===== src/rtl/tlul_pkg.sv =====
// Minimal TL-UL bus definitions shared by the responder and its users:
// A/D channel opcodes and the host-to-device / device-to-host structs.
package tlul_pkg;

  typedef enum logic [2:0] {
    PutFullData    = 3'h0,
    PutPartialData = 3'h1,
    Get            = 3'h4
  } tl_a_op_e;

  typedef enum logic [2:0] {
    AccessAck     = 3'h0,
    AccessAckData = 3'h1
  } tl_d_op_e;

  typedef struct packed {
    logic        a_valid;
    logic [2:0]  a_opcode;
    logic [1:0]  a_size;
    logic [7:0]  a_source;
    logic [31:0] a_address;
    logic [3:0]  a_mask;
    logic [31:0] a_data;
    logic        d_ready;
  } tl_h2d_t;

  typedef struct packed {
    logic        d_valid;
    logic [2:0]  d_opcode;
    logic [2:0]  d_param;
    logic [1:0]  d_size;
    logic [7:0]  d_source;
    logic [0:0]  d_sink;
    logic [3:0]  d_user;
    logic [31:0] d_data;
    logic        d_error;
    logic        a_ready;
  } tl_d2h_t;

endpackage


===== src/rtl/tlul_mem_responder_pkg.sv =====
// Types local to the memory responder: the queued response entry and
// the opcode legality check used at request accept.
package tlul_mem_responder_pkg;
  import tlul_pkg::*;

  typedef struct packed {
    logic [2:0]  opcode;
    logic [1:0]  size;
    logic [7:0]  source;
    logic [31:0] data;
    logic        error;
  } rsp_entry_t;

  function automatic logic opcode_supported(input logic [2:0] op);
    return (op == PutFullData) || (op == PutPartialData) || (op == Get);
  endfunction

endpackage


===== src/rtl/tlul_mem_responder_if.sv =====
// TL-UL request/response bundle between a host and the memory responder.
interface tlul_mem_responder_if;
  tlul_pkg::tl_h2d_t tl_i;
  tlul_pkg::tl_d2h_t tl_o;

  modport master (output tl_i, input tl_o);
  modport slave  (input tl_i, output tl_o);
endinterface


===== src/rtl/tlul_mem_rsp_fifo.sv =====
// In-order response queue; pointers carry an extra wrap bit so full and
// empty are told apart without a separate occupancy counter.
module tlul_mem_rsp_fifo
  import tlul_mem_responder_pkg::*;
#(
  parameter int RspDepth = 2
) (
  input  logic       clk,
  input  logic       rst,
  input  logic       push_valid,
  output logic       full,
  input  logic       pop_ready,
  output logic       empty,
  input  rsp_entry_t push_data,
  output rsp_entry_t head_data
);

  localparam int IdxW = (RspDepth > 1) ? $clog2(RspDepth) : 1;

  logic [IdxW:0] wr_ptr, rd_ptr;
  logic          push, pop;
  rsp_entry_t    store [RspDepth];

  // Index wraps at RspDepth (not a power of two in general), toggling the wrap bit.
  function automatic logic [IdxW:0] bump(input logic [IdxW:0] p);
    if (p[IdxW-1:0] == IdxW'(RspDepth - 1))
      return {~p[IdxW], {IdxW{1'b0}}};
    else
      return {p[IdxW], p[IdxW-1:0] + IdxW'(1)};
  endfunction

  assign empty = (wr_ptr == rd_ptr);
  assign full  = (wr_ptr[IdxW] != rd_ptr[IdxW]) &&
                 (wr_ptr[IdxW-1:0] == rd_ptr[IdxW-1:0]);
  assign push  = push_valid && !full;
  assign pop   = pop_ready && !empty;

  always_ff @(posedge clk or posedge rst) begin
    if (rst) begin
      wr_ptr <= '0;
      rd_ptr <= '0;
    end else begin
      if (push) wr_ptr <= bump(wr_ptr);
      if (pop)  rd_ptr <= bump(rd_ptr);
    end
  end

  always_ff @(posedge clk) begin
    if (push) store[wr_ptr[IdxW-1:0]] <= push_data;
  end

  assign head_data = store[rd_ptr[IdxW-1:0]];

endmodule


===== src/rtl/tlul_mem_responder.sv =====
// TL-UL device end backed by a small word memory: decodes and checks each
// A-channel request at accept, updates memory, and queues the D response.
module tlul_mem_responder
  import tlul_pkg::*;
  import tlul_mem_responder_pkg::*;
#(
  parameter int Depth    = 16,
  parameter int RspDepth = 2
) (
  input  logic           clk,
  input  logic           rst,
  tlul_mem_responder_if.slave tl
);

  localparam int          AW       = $clog2(Depth);
  localparam logic [31:0] MemBytes = 32'(Depth * 4);

  tl_h2d_t    req;
  tl_d2h_t    rsp;
  logic       fifo_full, fifo_empty;
  logic       a_ready, accept;
  logic       is_get, is_put, req_err, do_write;
  logic [AW-1:0] idx;
  rsp_entry_t push_entry, head_entry;
  logic [31:0] mem [Depth];

  assign req = tl.tl_i;

  // a_ready looks only at queue state so it never waits on a_valid or d_ready.
  assign a_ready  = !rst && !fifo_full;
  assign accept   = req.a_valid && a_ready;
  assign idx      = req.a_address[2 +: AW];
  assign is_get   = (req.a_opcode == Get);
  assign is_put   = (req.a_opcode == PutFullData) || (req.a_opcode == PutPartialData);
  assign req_err  = !opcode_supported(req.a_opcode) || (req.a_size > 2'd2) ||
                    (req.a_address >= MemBytes);
  assign do_write = accept && is_put && !req_err;

  always_comb begin
    push_entry        = '0;
    push_entry.opcode = is_get ? AccessAckData : AccessAck;
    push_entry.size   = req.a_size;
    push_entry.source = req.a_source;
    push_entry.error  = req_err;
    if (is_get && !req_err) push_entry.data = mem[idx];
  end

  always_ff @(posedge clk or posedge rst) begin
    if (rst) begin
      for (int i = 0; i < Depth; i++) mem[i] <= '0;
    end else if (do_write) begin
      for (int b = 0; b < 4; b++)
        if (req.a_mask[b]) mem[idx][8*b +: 8] <= req.a_data[8*b +: 8];
    end
  end

  tlul_mem_rsp_fifo #(.RspDepth(RspDepth)) u_rsp_fifo (
    .clk        (clk),
    .rst        (rst),
    .push_valid (accept),
    .full       (fifo_full),
    .pop_ready  (req.d_ready),
    .empty      (fifo_empty),
    .push_data  (push_entry),
    .head_data  (head_entry)
  );

  // D fields are held at zero whenever nothing is queued, including reset.
  always_comb begin
    rsp         = '0;
    rsp.a_ready = a_ready;
    rsp.d_valid = !fifo_empty;
    if (!fifo_empty) begin
      rsp.d_opcode = head_entry.opcode;
      rsp.d_size   = head_entry.size;
      rsp.d_source = head_entry.source;
      rsp.d_data   = head_entry.data;
      rsp.d_error  = head_entry.error;
    end
  end

  assign tl.tl_o = rsp;

endmodule


===== src/flat_wrapper.sv =====
// flat-port wrapper written by rule: the top's interface ports become plain ports
module tlul_mem_responder_flat import tlul_pkg::*; import tlul_mem_responder_pkg::*;
#(
  parameter int Depth    = 16,
  parameter int RspDepth = 2
)
  (clk, rst, tl_tl_i, tl_tl_o);
  tlul_mem_responder_if tl_i ();
  input  logic clk;
  input  logic rst;
  input wire logic [$bits(tl_i.tl_i)-1:0] tl_tl_i;
  output wire logic [$bits(tl_i.tl_o)-1:0] tl_tl_o;
  assign tl_i.tl_i = tl_tl_i;
  assign tl_tl_o = tl_i.tl_o;
  tlul_mem_responder #(.Depth(Depth), .RspDepth(RspDepth)) u_core (.clk(clk), .rst(rst), .tl(tl_i));
endmodule

===== config.mk =====
export PLATFORM = sky130hd
export DESIGN_NAME = tlul_mem_responder_flat
export DESIGN_NICKNAME = d
export VERILOG_FILES = /design/src/rtl/tlul_pkg.sv /design/src/rtl/tlul_mem_responder_pkg.sv /design/src/rtl/tlul_mem_responder_if.sv /design/src/rtl/tlul_mem_rsp_fifo.sv /design/src/rtl/tlul_mem_responder.sv /design/src/flat_wrapper.sv
export SDC_FILE = /design/constraint.sdc
export NUM_CORES = 1
export LEC_CHECK = 0
export BUFFER_PORTS_ARGS = -buffer_cell sky130_fd_sc_hd__buf_2
export CAP_MARGIN = 20
export CELL_PAD_IN_SITES_DETAIL_PLACEMENT = 1
export CELL_PAD_IN_SITES_GLOBAL_PLACEMENT = 2
export CORE_MARGIN = 5
export CORE_UTILIZATION = 46
export CTS_CLUSTER_DIAMETER = 200
export DETAILED_ROUTE_END_ITERATION = 10
export PLACE_DENSITY_LB_ADDON = 0.1
export SLEW_MARGIN = 20
export SYNTH_ARGS = -nofsm -noshare
export SYNTH_HDL_FRONTEND = slang
export SYNTH_SLANG_ARGS = --single-unit

===== constraint.sdc =====
create_clock -name clk -period 20 [get_ports clk]
set_input_delay 3 -clock clk [delete_from_list [all_inputs] [get_ports clk]]
set_output_delay 3 -clock clk [all_outputs]
set_load 0.01 [all_outputs]

==> results.txt <==
----------------------------------------------------
[Floorplan]
  Floorplan Core Area ... 0.0606 mm^2
  Die area ... 0.0664 mm^2
  Effective utilization at floorplan ... 46.6%
  Num rows ... 90
  Y dimension of the die ... 258 um
  Ports placed on the boundary ... 141
  Die extent in x ... 258 um

[Yosys]
  Top-area cell type share of the netlist area ... 45.8%
  Share of synthesized cell area in and, or, nand and nor gates ... 7.23%
  Most area-hungry cell type in the Yosys netlist ... dfrtp_1
  Sequential fraction of the synthesis area ... 55.1%
  Mapped Cells ... 1757
  Share of synthesized area spent on multiplexers ... 32.2%
  Number of synthesized flops with an enable pin ... 88
  Xor/xnor cell area share of the yosys netlist ... 0.217%
  Average cell area after synthesis ... 16.1 um^2
  Combinational family with the most area after synthesis ... multiplexers
  Post-synth design cell area ... 0.0282 mm^2
  Share of async-settable or async-resettable flops after synthesis ... 85.4%
  Total of flip-flops plus latches after synthesis ... 604
  Synthesis warning total ... 0
  Leading cell type by number of instances after synthesis ... dfrtp_1
  Fraction of the mapped netlist area in compound gates ... 2.35%
  Most instantiated flip-flop cell in the synthesis netlist ... dfrtp_1
  Leading cell types by total area after synthesis ... dfrtp_1 46%, mux2_2 20%, mux4_2 10%
  Count of distinct cell types in the synthesized netlist ... 40
  Area share of fa/ha/maj cells after synthesis ... 0%
  Leading cell types by count after synthesis ... 516 x dfrtp_1, 501 x mux2_2, 128 x mux4_2, 91 x nor2_1, 88 x edfxtp_1

[Pwr]
  Cell area power density ... 93.5 mW/mm^2
  Internal power ... 0.00212 W
  Worst supply voltage drop on vdd ... 0.0000645 V
  Leakage power summed over all cells ... 14.9 nW
  Part of the power in registers ... 45.4%
  Switching part of the total ... 27.8%
  Switching component of the power ... 0.000817 W
  Comb power frac ... 14.6%
  Portion of total power attributed to the clock network ... 40.0%

[CTS]
  Number of buffers inserted for hold repair after clock tree synthesis ... 0
  Post-CTS setup buffer count ... 0
  Resized cells post-CTS ... 0
  Clk slew on worst S/H paths ... 60 ps
  Cell at the root of the clock tree ... clkbuf_16
  # clock sinks ... 604
  Num CTS Buffers ... 67
  Clock tree from TritonCTS ... built
  Clock Latency Late Sink ... 600 ps
  Longest Clk Path Bufs ... 3
  CTS HTree Levels ... 3

[Route]
  Drt total wl ... 72300 um
  Overall via count from detail_route ... 15.7k
  Per-cell via count in the routed design ... 5.88
  Residual DRC ... 0
  Routed Antenna Nets ... 0
  DRC marker count from the first detailed-route iteration ... 794
  Average wire per standard cell ... 27.1 um
  First-pass iteration count of the detailed router ... 6

[Flow run]
  Max Cap Viol ... 0

[Critical path]
  Kind of cell with the highest combined delay on the critical path ... buffers and inverters
  Worst path required time ... 17000 ps
  Slowest cell delay on critical path ... 140 ps
  Kind of critical path ... in -> out
  Cells along the critical path ... buf_2, a21oi_1, buf_2
  Most common cell on crit path ... buf_2
  Worst setup SP type ... input pin
  Slowest-stage cell, CP ... buf_2
  Kind of end point of the critical path ... primary output
  Worst Path Max Fanout ... 3
  Crit path buffers/inverters ... 2
  WP data arrival ... 3390 ps

[Global route]
  Global-route wire length before repair ... 112000 um
  Largest net degree at the start of global routing ... 179
  All-layer global routing usage ... 22.0%
  Grt ovf ... 0
  Initial antenna violation count ... 3
  Number of global-route vias before repair ... 17.8k

[STA]
  Part of the cycle the worst path needs ... 32.0%
  Final Skew ... 14.2 ps
  Relative slew slack ... 28.4%
  Final hold vios ... 0
  Smallest setup slack after layout ... 13610 ps
  Post-layout minimum cycle time ... 6390 ps
  Setup repair after global routing missed its margin ... false
  Worst hold margin ... 489 ps
  Final total negative setup slack ... 0 ps
  Number of pins exceeding their max-slew limit in the final report ... 0
  Top achievable clock speed ... 156 MHz
  Pin slew with the least headroom to its limit ... 1070 ps
  Final setup violation count ... 0

[Layout]
  Share of final-layout standard cells stronger than drive strength 1 ... 50.4%
  Utilization after layout ... 51.8%
  Layout net count ... 1923
  Layout-stage area growth over the synthesis result ... 11.3%

[Placed design]
  Post-Place Worst Slack ... 13220 ps
  DP HPWL ... 42600 um
  GP Congestion ... 0.712
  Port Buffer Count ... 128

[Worst hold path]
  Worst hold path type ... reg -> reg

[Run status]
  Run status ... completed

----------------------------------------------------
==> power groups by stage <==
stage	Clock, W	Combinational [W]	Sequential, W
after floorplan	0	0.000281	0.00132
after global placement	0	0.000434	0.00135
after detailed placement	0	0.000441	0.00136
after CTS	0.00121	0.000443	0.00133
after global routing	0.00126	0.000470	0.00134
final	0.00117	0.000429	0.00133
==> metrics by stage <==
stage | total power [W] | cell area (um^2) | cells
6_report | 0.00294 | 31400 | 2672
5_1_grt | 0.00307 | 31400 | 2672
4_1_cts | 0.00299 | 31400 | 2669
3_5_place_dp | 0.00180 | 29300 | 2550
3_3_place_gp | 0.00179 | 29300 | 2550
2_1_floorplan | 0.00160 | 28300 | 1766
==> layer usage <==
metal  track usage, %  wire [um]
met1             30.2      31900
met2             37.0      36200
met3             3.39       2490
met4             5.73       1650
met5                0          0
==> registers in the layout (all words and copies together) (netlist names) <==
register and cells:
u_core.mem 512, u_core.u_rsp_fifo.store 88, u_core.u_rsp_fifo.rd_ptr 2, u_core.u_rsp_fifo.wr_ptr 2
==> path summary, 6_finish.rpt <==
path,from,endpoint,slack [ps],depth (start not counted)
worst max-delay path,rst,tl_tl_o[0],13610,3
worst min-delay path,u_core.mem[121],u_core.mem[121],490,1
worst max register to register,u_core.u_rsp_fifo.rd_ptr[0],u_core.mem[383],15600,6
worst min register to register,u_core.mem[121],u_core.mem[121],490,1
max in group asynchronous,rst,u_core.mem[159],14880,5
min in group asynchronous,rst,u_core.mem[103],2570,2
==> worst reg2reg max path: stages (launching register included) <==
cell     delay, ps
dfrtp_4       1110
xnor2_1        360
a21oi_4        190
buf_4          420
buf_4          940
and4_1         870
mux2_2         420
==> cells in the final DEF, fill, tap and decap left out, types with 6 or more instances in the layout <==
cell type / synthesis / layout
buf_4: 21 / 18
clkinv_1: 0 / 10
mux4_2: 128 / 128
nor2_2: 6 / 6
clkbuf_16: 0 / 69
dfrtp_1: 516 / 515
nor2_4: 12 / 13
buf_2: 30 / 126
edfxtp_1: 88 / 88
clkinv_2: 0 / 10
nor2_1: 91 / 90
nor4_1: 6 / 6
mux2_1: 11 / 11
a21oi_1: 33 / 33
conb_1: 1 / 10
clkbuf_1: 67 / 21
a22oi_1: 65 / 65
mux2_2: 501 / 501
and4_1: 14 / 12
mux2i_1: 44 / 44
nand4_4: 50 / 50
==> final cells by class <==
type,count,area [um^2]
Fill cell,5711,29200
Antenna cell,2,5.00
Inverter,2,15.0
Clock buffer,94,1860
Multi-Input combinational cell,1014,11900
Clock inverter,25,195
Tap cell,782,978
Timing Repair Buffer,149,851
Sequential cell,604,15600
==> cells by family (layout without fill, tap and decap cells) <==
kind of cell    count (synthesis)  count (layout)
other cells                     1              12
xor+xnor                        7               7
flops                         604             604
compound gates                 99              99
simple gates                  214             214
buf+inv                       148             270
mux                           684             684
(Power assumes the default switching activity.)
